===== src/rtl/mem_access_ctrl_pkg.sv =====
// mem_access_ctrl_pkg: shared state encoding, memory size default and big-endian lane constants
package mem_access_ctrl_pkg;
  typedef enum logic [1:0] {IDLE, RD, RDW, WR} state_t;
  localparam int MEM_BYTES_DEFAULT = 64;
  localparam int LANE_BITS = 8;
  localparam logic [1:0] LANE_HI = 2'd0;
  localparam logic [1:0] LANE_LO = 2'd3;
  function automatic logic [4:0] lane_shift(input logic [1:0] offset);
    return {LANE_LO - offset, 3'b000};
  endfunction
endpackage


===== src/rtl/mem_lane_mux.sv =====
// mem_lane_mux: big-endian byte lane extract/extend for loads and lane merge for byte stores
module mem_lane_mux
  import mem_access_ctrl_pkg::*;
(
  input  logic [31:0] data,
  input  logic [1:0]  offset,
  input  logic        is_byte,
  input  logic        is_signed,
  input  logic [7:0]  wbyte,
  output logic [31:0] load,
  output logic [31:0] merged
);
  logic [4:0] sh;
  logic [LANE_BITS-1:0] lane;
  assign sh = lane_shift(offset);
  assign lane = LANE_BITS'(data >> sh);
  assign load = !is_byte ? data : is_signed ? {{24{lane[7]}}, lane} : {24'b0, lane};
  assign merged = (data & ~(32'h0000_00ff << sh)) | (32'(wbyte) << sh);
endmodule


===== src/rtl/mem_access_ctrl.sv =====
// mem_access_ctrl: word/byte load-store controller over a word-wide memory with read-modify-write byte stores
module mem_access_ctrl
  import mem_access_ctrl_pkg::*;
#(
  parameter int MEM_BYTES = MEM_BYTES_DEFAULT
) (
  input  logic        clk,
  input  logic        reset,
  input  logic        req_valid,
  output logic        req_ready,
  input  logic        req_write,
  input  logic        req_byte,
  input  logic        req_signed,
  input  logic [31:0] req_addr,
  input  logic [31:0] req_wdata,
  output logic        resp_valid,
  output logic        resp_err,
  output logic [31:0] resp_rdata,
  output logic [31:0] address,
  output logic [31:0] writeData,
  output logic        memoryWrite,
  output logic        memoryRead,
  input  logic [31:0] readData
);
  state_t state;
  logic wr, byt, sgn, bad;
  logic [31:0] addr, wdata, load, merged;
  assign req_ready = state == IDLE;
  assign memoryRead = state == RD;
  assign memoryWrite = state == WR;
  assign address = (memoryRead || memoryWrite) ? {addr[31:2], 2'b00} : '0;
  assign writeData = memoryWrite ? wdata : '0;
  assign bad = (req_addr >= 32'(MEM_BYTES)) || (!req_byte && req_addr[1:0] != 2'b00);
  mem_lane_mux u_lane (
    .data(readData),
    .offset(addr[1:0]),
    .is_byte(byt),
    .is_signed(sgn),
    .wbyte(wdata[7:0]),
    .load(load),
    .merged(merged)
  );
  // Byte stores reuse the load path, then overwrite wdata with the merged word before WR
  always_ff @(posedge clk) begin
    if (reset) begin
      state <= IDLE;
      resp_valid <= 1'b0;
      resp_err <= 1'b0;
      resp_rdata <= '0;
      wr <= 1'b0;
      byt <= 1'b0;
      sgn <= 1'b0;
      addr <= '0;
      wdata <= '0;
    end else begin
      resp_valid <= 1'b0;
      case (state)
        IDLE: if (req_valid) begin
          wr <= req_write;
          byt <= req_byte;
          sgn <= req_signed;
          addr <= req_addr;
          wdata <= req_wdata;
          if (bad) begin
            resp_valid <= 1'b1;
            resp_err <= 1'b1;
            resp_rdata <= '0;
          end else begin
            state <= (req_write && !req_byte) ? WR : RD;
          end
        end
        RD: state <= RDW;
        RDW: if (wr) begin
          wdata <= merged;
          state <= WR;
        end else begin
          resp_valid <= 1'b1;
          resp_err <= 1'b0;
          resp_rdata <= load;
          state <= IDLE;
        end
        WR: begin
          resp_valid <= 1'b1;
          resp_err <= 1'b0;
          resp_rdata <= '0;
          state <= IDLE;
        end
      endcase
    end
  end
endmodule

===== config.mk =====
export PLATFORM = sky130hd
export DESIGN_NAME = mem_access_ctrl
export DESIGN_NICKNAME = d
export VERILOG_FILES = /design/src/rtl/mem_access_ctrl_pkg.sv /design/src/rtl/mem_lane_mux.sv /design/src/rtl/mem_access_ctrl.sv
export SDC_FILE = /design/constraint.sdc
export NUM_CORES = 1
export LEC_CHECK = 0
export BUFFER_PORTS_ARGS = -buffer_cell sky130_fd_sc_hd__buf_2
export CAP_MARGIN = 20
export CORE_ASPECT_RATIO = 0.6
export CORE_MARGIN = 2
export CORE_UTILIZATION = 45
export DETAILED_ROUTE_END_ITERATION = 7
export PLACE_DENSITY = 0.83
export SYNTH_ARGS = -nofsm -noshare
export SYNTH_HDL_FRONTEND = slang
export SYNTH_SLANG_ARGS = --single-unit

===== constraint.sdc =====
create_clock -name clk -period 1.69 [get_ports clk]
set_clock_uncertainty 0.1 [all_clocks]
set_input_delay 0.0845 -clock clk [delete_from_list [all_inputs] [get_ports clk]]
set_output_delay 0.0845 -clock clk [all_outputs]
set_load 0.02 [all_outputs]

## Word-level counts from Yosys, hierarchy flattened

Cells that the tools add are included.

- Register bits: 103
- Word-level logic and storage cells: 62
- Output and inout port bits: 101

- Muxes and demuxes: 24
- Reduce and logical (&&, ||, !) cells: 13
- Magnitude comparators: 1
- Shift-type cells: 3
- Bitwise logic cells: 3
- Add/sub/neg operators: 1
- Equal/unequal tests: 8

Operator list:

| operator | count |
|---|---|
| 32-bit 2-to-1 mux | 9 |
| 32-bit case mux with 3 select lines | 1 |
| 32-bit case mux with 2 select lines | 1 |
| 32-bit bitwise AND | 1 |
| 32-bit by 7-bit greater-or-equal comparator with 1-bit output, second input constant | 1 |
| 32-bit inverter | 1 |
| 32-bit bitwise OR | 1 |
| 8-bit by 5-bit left shift with 32-bit output | 1 |
| 8-bit by 5-bit left shift with 32-bit output, first input constant | 1 |
| 32-bit by 5-bit right shift with 8-bit output | 1 |
| 2-bit 2-to-1 mux | 4 |
| 2-bit inequality test, second input constant | 4 |
| 2-bit case mux with 4 select lines | 1 |
| 1-bit 2-to-1 mux | 6 |
| 1-bit case mux with 3 select lines | 2 |
| 2-bit == test, second input constant | 2 |
| 2-bit AND reduction | 2 |
| 4-bit AND reduction | 1 |
| 2-bit nonzero test | 2 |
| 3-bit AND reduction | 1 |
| 3-bit nonzero test | 1 |
| 2-bit by 1-bit == test with 1-bit output, second input constant | 1 |
| 1-bit logical AND | 2 |
| 2-bit logical NOT | 1 |
| other kinds (4) | 5 |

## Logic depth before layout (Yosys ltp)

Gate-level depths: netlist (run 1).

- Depth after elaboration: 7
- Mapped depth: 7
- Mapped depth without buffers: 5

## By module

From an unflattened synthesis (run 1), not the netlist that was laid out.

- Cell total of the unflattened synthesis: 707
- Area, all modules: 5766.8 µm²

By module, submodules not included:

| module | times used | seq. area each (µm²) | cells each | area each (µm²) |
|---|---|---|---|---|
| mem_access_ctrl | 1 | 2062.0 | 549 | 4770.8 |
| mem_lane_mux | 1 | 0.0 | 158 | 996.0 |

## Least setup slack after synthesis (run 1)

No wires, ideal clock.

- Path kind: reg-to-reg
- From: reg state[1]
- To: reg byt
- Cell stages (with the launch flop): 7
- Arrival: 1462 ps
- Slack: -5 ps
- Library setup time: 132 ps
- Period minus slack after synthesis: 1695 ps
- Cells stage by stage: dfxtp_1 -> buf_2 -> nor2_1 -> nand2_1 -> buf_2 -> nand2_1 -> a21oi_1

- Longest elaborated chain between the ends: 2

Ends and longest elaborated chain:

| what | RTL line | RTL |
|---|---|---|
| start: declaration | mem_access_ctrl.sv:25 | `state_t state;` |
| start signal: assignment | mem_access_ctrl.sv:69 | `state <= (req_write && !req_byte) ? WR : RD;` |
| 2-bit logical NOT | - |  |
| net req_ready | mem_access_ctrl.sv:10 | `output logic req_ready,` |
| 2-bit AND reduction (no line) | - |  |
| end signal: assignment | mem_access_ctrl.sv:60 | `byt <= req_byte;` |
| end: declaration | mem_access_ctrl.sv:26 | `logic wr, byt, sgn, bad;` |

The timed path passes the listed nets, and every way through them passes these cells.
A chain may end at the register's enable or synchronous reset.

## Final worst setup path (run 1)

- From: reg addr[1]
- To: reg resp_rdata[9]

- Longest elaborated chain between the ends: 6

Ends and longest elaborated chain:

| what | RTL line | RTL |
|---|---|---|
| start: declaration | mem_access_ctrl.sv:27 | `logic [31:0] addr, wdata, load, merged;` |
| start signal: assignment | mem_access_ctrl.sv:62 | `addr <= req_addr;` |
| 2-bit subtractor | mem_access_ctrl_pkg.sv:9 | `return {LANE_LO - offset, 3'b000};` |
| 32-bit by 5-bit right shift with 8-bit output | mem_lane_mux.sv:16 | `assign lane = LANE_BITS'(data >> sh);` |
| 32-bit 2-to-1 mux (2 in series) | mem_lane_mux.sv:17 | `assign load = !is_byte ? data : is_signed ? {{24{lane[7]}}, lane} : {24'b0, lane};` |
| 32-bit 2-to-1 mux | mem_access_ctrl.sv:73 | `RDW: if (wr) begin` |
| 32-bit case mux with 3 select lines | mem_access_ctrl.sv:57 | `case (state)` |
| end signal: assignment | mem_access_ctrl.sv:79 | `resp_rdata <= load;` |
| end: declaration | mem_access_ctrl.sv:18 | `output logic [31:0] resp_rdata,` |

No other way between the ends. The select of a mux whose other input is x is not followed.

==> PnR_summary.wiki, run 1 <==
{| class="wikitable"
! Metric !! Value
|-
| Register area share after synthesis || 38.7%
|-
| Util after Layout || 68.1%
|-
| Detailed-route wire length || 19800 um
|-
| Data required time of the worst path || 1.81 ns
|-
| Buffer depth of the longest clock path || 2
|-
| Proportion of layout cells with a drive suffix above 1 || a little over a third
|-
| Transition time of the tightest slew-check pin || between 0.7 and 0.8 ns
|-
| CTS Root Cell || sky130_fd_sc_hd__clkbuf_16
|-
| Register clock-pin slew on the reported worst setup and hold paths || roughly 0.070 ns
|-
| Maximum vdd drop || 491 uV
|-
| Boundary Pins || between 200 and 250
|-
| Vias per cell || about 5.6
|-
| DRC errors left || 0
|-
| Terminus of the critical flop-to-flop path || resp_rdata[9]
|-
| Number of hold violations in the final report || 0
|-
| Top area cells in the synthesized netlist || sky130_fd_sc_hd__dfxtp_1 39%, sky130_fd_sc_hd__a21oi_1 8.1%, sky130_fd_sc_hd__nand2_1 6.4%
|-
| TritonRoute pass-1 iters || 5
|-
| Wire length of the first global-routing pass || roughly 29000 um
|-
| Number of endpoints failing setup at the final stage || 0
|-
| Effective utilization at floorplan || between 40% and 50%
|-
| Clk Latency, worst-skew pair || approximately 0.35 ns
|-
| Number of distinct library cell variants in the gate-level netlist after synthesis || 43
|-
| Worst reg-to-reg path cell count || 6
|-
| Area occupied by multi-input gates || approximately 0.0031 mm2
|-
| Weighted congestion at the end of routability-driven global placement || around 0.98
|-
| Setup crit start kind || flip-flop
|-
| Proportion of netlist area held by the largest area contributor || 38.7%
|-
| Post-Syn Instances || 661
|-
| Power density over cell area || roughly 730 mW/mm2
|-
| # port buffers || 200
|-
| CTS buffer count || 9
|-
| Average cell area after synthesis || between 8 and 9 um2
|-
| Startpoint-to-endpoint class of the critical path || flip-flop to flip-flop
|-
| Ys Warns || 0
|-
| Core Footprint || between 0.01 and 0.015 mm2
|-
| Most frequent cells after synthesis || 103 x sky130_fd_sc_hd__dfxtp_1, 91 x sky130_fd_sc_hd__nand2_1, 86 x sky130_fd_sc_hd__a21oi_1
|-
| Initial antenna violation count || 0
|-
| Post-route setup slack || approximately 0.0032 ns
|-
| Library cell occupying the most area in the post-synthesis netlist || sky130_fd_sc_hd__dfxtp_1
|-
| Antenna violation net count after detailed routing || 0
|-
| Vias in the first global route || roughly 5300
|-
| Half-perimeter wire length after detailed placement || between 10000 and 15000 um
|-
| Type of the tightest min-delay check || input port to flip-flop
|-
| Clock Sink Count || roughly 100
|-
| Share of the clock period used by the worst path || about 100%
|-
| Final standard cell area without fillers || about 0.0078 mm2
|-
| Post-layout minimum cycle time || ~1.7 ns
|-
| Register bit total from synthesis || between 100 and 150
|-
| Reported leakage power || ~3.5 nW
|-
| # fillers || between 900 and 1000
|-
| Worst-path maximum fanout || 10
|-
| Number of flops mapped to enable cells by yosys || 0
|-
| Cell count after placement || 999
|-
| Area Overhead vs Synth || 45.9%
|-
| Source of the worst register-to-register timing path || addr[1]
|-
| Reg2reg setup slack || between 0.003 and 0.004 ns
|-
| TritonCTS clock tree || yes
|-
| Post-DP Area || 0.00664 mm2
|-
| Y dimension of the die || 88.3 um
|-
| Most common cell in the netlist || sky130_fd_sc_hd__dfxtp_1
|-
| Category of the worst setup path capture point || flip-flop
|-
| Worst Hold Path Cells || 3
|-
| Share of synthesized registers carrying an async set or reset || 0%
|-
| Worst relative slew slack || 50.4%
|-
| Non-filler cells, final || 1071
|-
| Inserted Diodes || 0
|-
| Total global-route track usage || 29.3%
|-
| FP Rows || 30
|-
| DRT iter0 DRCs || 539
|-
| Routed length per placed instance || around 19 um
|-
| Largest net degree at the start of global routing || 69
|-
| Number of nets in the layout || roughly 1000
|-
| Pre-CTS WS || -0.333 ns
|-
| Via count || about 6000
|-
| End point of the most critical hold path || resp_rdata[20]
|-
| Run status || completed
|-
| Cell area after synthesis || between 0.005 and 0.006 mm2
|-
| Total count of max-transition violations in the final report || 0
|-
| Data arrival time of the critical path || roughly 1.8 ns
|-
| Total of max-cap violations || 0
|-
| Total number of H-tree levels || 3
|-
| Worst hold path startpoint || readData[20]
|-
| Total gr overflow || 0
|-
| Die outline area || roughly 0.013 mm2
|-
| RSZ-0062 raised after global routing || true
|-
| Die Span X || about 140 um
|-
| Max Clk Rate || 0.593 GHz
|-
| Flip-flop cell with the highest count after synthesis || sky130_fd_sc_hd__dfxtp_1
|-
| Sequential cell area || just over 0.002 mm2
|}
-- how the worst max path moves through the flow --
stage	from	to	slack [ns]	cells past startpoint
2_1_floorplan	addr[1]	resp_rdata[10]	0.10	6
3_3_place_gp	addr[1]	resp_rdata[9]	-0.25	5
3_5_place_dp	addr[1]	resp_rdata[23]	-0.33	5
4_1_cts	state[1]	writeData[6]	-0.001	3
5_1_grt	addr[1]	wdata[19]	-0.04	8
6_report	addr[1]	resp_rdata[9]	0.003	6
-- critical path, stage by stage, from the launching register on --
cell and delay, ns:
sky130_fd_sc_hd__dfxtp_4 0.37, sky130_fd_sc_hd__mux2_2 0.38, sky130_fd_sc_hd__nor2_4 0.22, sky130_fd_sc_hd__a211oi_4 0.09, sky130_fd_sc_hd__buf_12 0.17, sky130_fd_sc_hd__a21oi_1 0.14, sky130_fd_sc_hd__o32ai_2 0.10
-- area by class of cell --
type | count | share of cell area (%)
Timing Repair Buffer | 294 | 26.1
Multi-Input combinational cell | 471 | 39.5
Sequential cell | 103 | 26.7
Clock inverter | 6 | 0.757
Clock buffer | 10 | 3.08
Tap cell | 160 | 2.58
Inverter | 27 | 1.30
-- cells by family after synthesis --
| family | Yosys count | synth area share, % |
|---|---|---|
| other cells | 1 | 0.0704 |
| flops | 103 | 38.7 |
| mux | 18 | 3.41 |
| buf+inv | 89 | 7.61 |
| compound gates | 198 | 27.5 |
| simple gates | 252 | 22.7 |
-- sequential cells by signal, indices dropped and copies added (netlist names) --
signal and count:
addr 32, byt 1, resp_err 1, resp_rdata 32, resp_valid 1, sgn 1
state 2, wdata 32, wr 1
-- routing by layer --
layer	GRT usage, %	part of all wire [%]	up-vias
met5	0	0	-
met2	41.4	42	367
li1	-	-	2801
met3	10.7	12	57
met1	42.2	43	2782
met4	8.03	2.5	0
-- timing repair --
item | CTS | global route
hold buffers | 50 | 0
pin swaps | 2 | 10
endpoints found under the setup margin | 36 | 73
gates cloned | 1 | 2
setup buffers | 3 | 1
hold endpoints to repair | 51 | 0
gates resized for setup | 7 | 48
-- per-stage QoR --
stage | setup TNS [ns] | hold slack, ns | power (mW)
6_report | 0 | 0.0258 | 5.67
5_1_grt | -0.419 | 0.0124 | 5.86
4_1_cts | -0.00122 | 0.00198 | 5.59
3_5_place_dp | -6.61 | 0.232 | 3.38
3_3_place_gp | -5.72 | 0.230 | 3.37
2_1_floorplan | 0 | 0.120 | 3.05
-- where the power goes --
part | switching (mW) | internal [mW]
registers | 0.0679 | 2.52
clock network | 0.932 | 1.18
logic | 0.521 | 0.442
-- cells in the final DEF (no fill, tap or decap), drive strengths merged, types with 2 or more instances in the layout --
| cell | count |
|---|---|
| a211o | 7 |
| a211oi | 26 |
| a21oi | 87 |
| a311oi | 8 |
| and2 | 31 |
| and3 | 32 |
| buf | 242 |
| clkbuf | 12 |
| clkinv | 4 |
| conb | 2 |
| dfxtp | 103 |
| dlygate4sd3 | 50 |
| inv | 28 |
| mux2i | 17 |
| nand2 | 91 |
| nand2b | 13 |
| nor2 | 67 |
| nor2b | 9 |
| nor3b | 2 |
| nor4 | 6 |
| o2111ai | 8 |
| o21ai | 16 |
| o22ai | 16 |
| o32ai | 24 |
No activity file was read; power rests on OpenSTA's default activity.
==> inputs of run 2 (changes only) <==
--- a/config.mk
+++ b/config.mk
@@ -7,7 +7,6 @@
 export LEC_CHECK = 0
 export BUFFER_PORTS_ARGS = -buffer_cell sky130_fd_sc_hd__buf_2
 export CAP_MARGIN = 20
-export CORE_ASPECT_RATIO = 0.6
 export CORE_MARGIN = 2
 export CORE_UTILIZATION = 45
 export DETAILED_ROUTE_END_ITERATION = 7
==> PnR_summary.wiki, run 2 (synthesized netlist as in run 1, its figures left out) <==
{| class="wikitable"
! Metric !! Value
|-
| Run status || completed
|-
| Largest net degree at the start of global routing || 48 (-30%)
|-
| Proportion of layout cells with a drive suffix above 1 || 34.5% (-2.0 points)
|-
| Maximum vdd drop || 687 uV (+40%)
|-
| RSZ-0062 raised after global routing || true
|-
| Type of the tightest min-delay check || input port to flip-flop
|-
| Source of the worst register-to-register timing path || state[1]
|-
| Reg2reg setup slack || 0.008 ns (about the same)
|-
| Pre-CTS WS || -0.250 ns (+0.0836 ns)
|-
| Weighted congestion at the end of routability-driven global placement || 0.931 (-4.8%)
|-
| Sequential share of power || 47.0% (+1.3 points)
|-
| Antenna violation net count after detailed routing || 0 (unchanged)
|-
| Startpoint-to-endpoint class of the critical path || flip-flop to flip-flop
|-
| Total number of H-tree levels || 3 (unchanged)
|-
| CTS Root Cell || sky130_fd_sc_hd__clkbuf_16
|-
| Initial antenna violation count || 1 (+1)
|-
| DRT iter0 DRCs || 646 (+20%)
|-
| Power spent charging and discharging nets || 1.47 mW (-3.3%)
|-
| Area Overhead vs Synth || 45.8%
|-
| Worst hold path startpoint || req_wdata[7]
|-
| Vias in the first global route || 5686 (+7.5%)
|-
| Buffer depth of the longest clock path || 2 (unchanged)
|-
| Total of max-cap violations || 0 (unchanged)
|-
| Register clock-pin slew on the reported worst setup and hold paths || 0.07 ns (about the same)
|-
| Terminus of the critical flop-to-flop path || wdata[14]
|-
| Routed length per placed instance || 18.5 um (-0.18%)
|-
| Number of nets in the layout || 1013 (+0.50%)
|-
| Share of the clock period used by the worst path || 99.5% (-0.31 points)
|-
| Total global-route track usage || 28.3% (-1.0 points)
|-
| Wire length of the first global-routing pass || 28600 um (-0.29%)
|-
| Category of the worst setup path capture point || flip-flop
|-
| Post-layout minimum cycle time || 1.68 ns (-0.00520 ns)
|-
| Number of endpoints failing setup at the final stage || 0 (unchanged)
|-
| Worst-path maximum fanout || 18 (+8)
|-
| Max Clk Rate || 0.595 GHz (+0.31%)
|-
| Fin Hold WS || 0.00548 ns (-0.0203 ns)
|-
| Detailed-route wire length || 19500 um (-1.4%)
|-
| Largest registers || addr (32), resp_rdata (32), wdata (32)
|-
| Most frequent cells in the layout || 195 x sky130_fd_sc_hd__buf_2, 99 x sky130_fd_sc_hd__dfxtp_1, 91 x sky130_fd_sc_hd__nand2_1
|-
| Via count || 6074 (+1.1%)
|-
| Data arrival time of the critical path || 1.87 ns (+0.06 ns)
|-
| Setup crit start kind || flip-flop
|-
| Total count of max-transition violations in the final report || 0 (unchanged)
|-
| Y dimension of the die || 113 um (+28%)
|-
| TritonCTS clock tree || yes
|-
| Die Span X || 113 um (-22%)
|-
| End point of the most critical hold path || wdata[7]
|-
| Reported leakage power || 3.56 nW (+2.1%)
|-
| Vias per cell || 5.74 (+2.4%)
|-
| Worst Hold Path Cells || 3 (unchanged)
|-
| Net Sw Frac || 26.7% (-0.11 points)
|-
| Core Footprint || 0.0115 mm2 (+0.49%)
|-
| CTS buffer count || 9 (unchanged)
|-
| Worst reg-to-reg path cell count || 7 (+1)
|-
| Clock power frac || 35.8% (-1.5 points)
|-
| Post-DP Area || 0.00661 mm2 (-0.47%)
|-
| Boundary Pins || 203 (unchanged)
|-
| Half-perimeter wire length after detailed placement || 12600 um (-5.2%)
|-
| Die outline area || 0.0127 mm2 (-0.22%)
|-
| Clock Sink Count || 103 (unchanged)
|-
| Final standard cell area without fillers || 0.00776 mm2 (-0.13%)
|-
| DRC errors left || 0 (unchanged)
|-
| # port buffers || 200 (unchanged)
|-
| Met3 usage in global routing || 7.61% (-3.1 points)
|-
| Number of hold violations in the final report || 0 (unchanged)
|-
| Internal Power || 4.03 mW (-2.8%)
|-
| Power density over cell area || 709 mW/mm2 (-2.8%)
|-
| Clk Latency, worst-skew pair || 0.35 ns (about the same)
|-
| FP Rows || 39 (+30%)
|-
| Effective utilization at floorplan || 46.4% (-0.23 points)
|-
| Total gr overflow || 0 (unchanged)
|-
| GR peak layer || met2
|-
| GR Util met2 || 48.3% (+6.8 points)
|-
| Post-route setup slack || 0.00840 ns (+0.00520 ns)
|-
| Data required time of the worst path || 1.88 ns (+0.07 ns)
|-
| TritonRoute pass-1 iters || 6 (+1)
|-
| Inserted Diodes || 0 (unchanged)
|-
| Most frequent standard cell in the layout excluding fill and tap cells || sky130_fd_sc_hd__buf_2
|-
| Combinational share of power || 17.2% (+0.2 points)
|-
| Met1 routing resource usage after global routing || 33.1% (-9.1 points)
|}
## run 2: per-stage QoR
stage	total power, mW	setup TNS, ns	utilization (%)	std cells
after floorplan	3.05	0	-	662
after global placement	3.36	-5.03	57.7	979
after detailed placement	3.37	-4.78	57.7	979
after CTS	5.43	0	65.2	1049
after global routing	5.68	-0.276	67.7	1058
final	5.50	0	67.7	1058
## run 2: area by class of cell
cell class | count | area [um2]
well taps | 143 | 179
repair buffers | 299 | 2130
inverters | 27 | 101
clock buffers | 12 | 256
clock inverters | 3 | 18.8
flip-flops and latches | 103 | 2070
multi-input cells | 471 | 3000
fillers | 879 | 3710
## run 2: power by group through the flow
stage | clock (mW) | sequential, mW | combinational, mW
2_1_floorplan | 0 | 2.62 | 0.426
3_3_place_gp | 0 | 2.64 | 0.723
3_5_place_dp | 0 | 2.64 | 0.733
4_1_cts | 1.99 | 2.58 | 0.851
5_1_grt | 2.08 | 2.59 | 1.01
6_report | 1.97 | 2.59 | 0.948
## run 2: repair_timing
action | in CTS | in global routing
hold buffers | 54 | 2
endpoints found under the setup margin | 61 | 68
endpoints found under the hold margin | 56 | 2
gates cloned | 1 | 4
buffers inserted | 0 | 7
resized for setup | 9 | 31
pin swaps | 1 | 12
## run 2: critical path, cell delays in order (launching register included)
cell,delay (ns)
sky130_fd_sc_hd__dfxtp_4,0.37
sky130_fd_sc_hd__nand2b_4,0.17
sky130_fd_sc_hd__a21o_4,0.23
sky130_fd_sc_hd__buf_4,0.15
sky130_fd_sc_hd__clkbuf_16,0.17
sky130_fd_sc_hd__a211oi_1,0.26
sky130_fd_sc_hd__a21oi_1,0.10
sky130_fd_sc_hd__nor2_1,0.09
## run 2: worst max-delay path by stage
stage / startpoint / end / slack [ns] / cells after the start
after floorplan: addr[1] / resp_rdata[10] / 0.10 / 6
after global placement: addr[1] / resp_rdata[15] / -0.22 / 5
after detailed placement: addr[1] / resp_rdata[19] / -0.25 / 5
after CTS: addr[0] / resp_rdata[1] / 0.004 / 6
after global routing: state[1] / wdata[14] / -0.1 / 7
final: state[1] / wdata[14] / 0.008 / 7
## run 2: routing by layer
layer	vias up	part of all wire, %
li1	2820	-
met1	2802	38
met2	377	48
met3	73	9.7
met4	2	4.5
met5	-	0.056
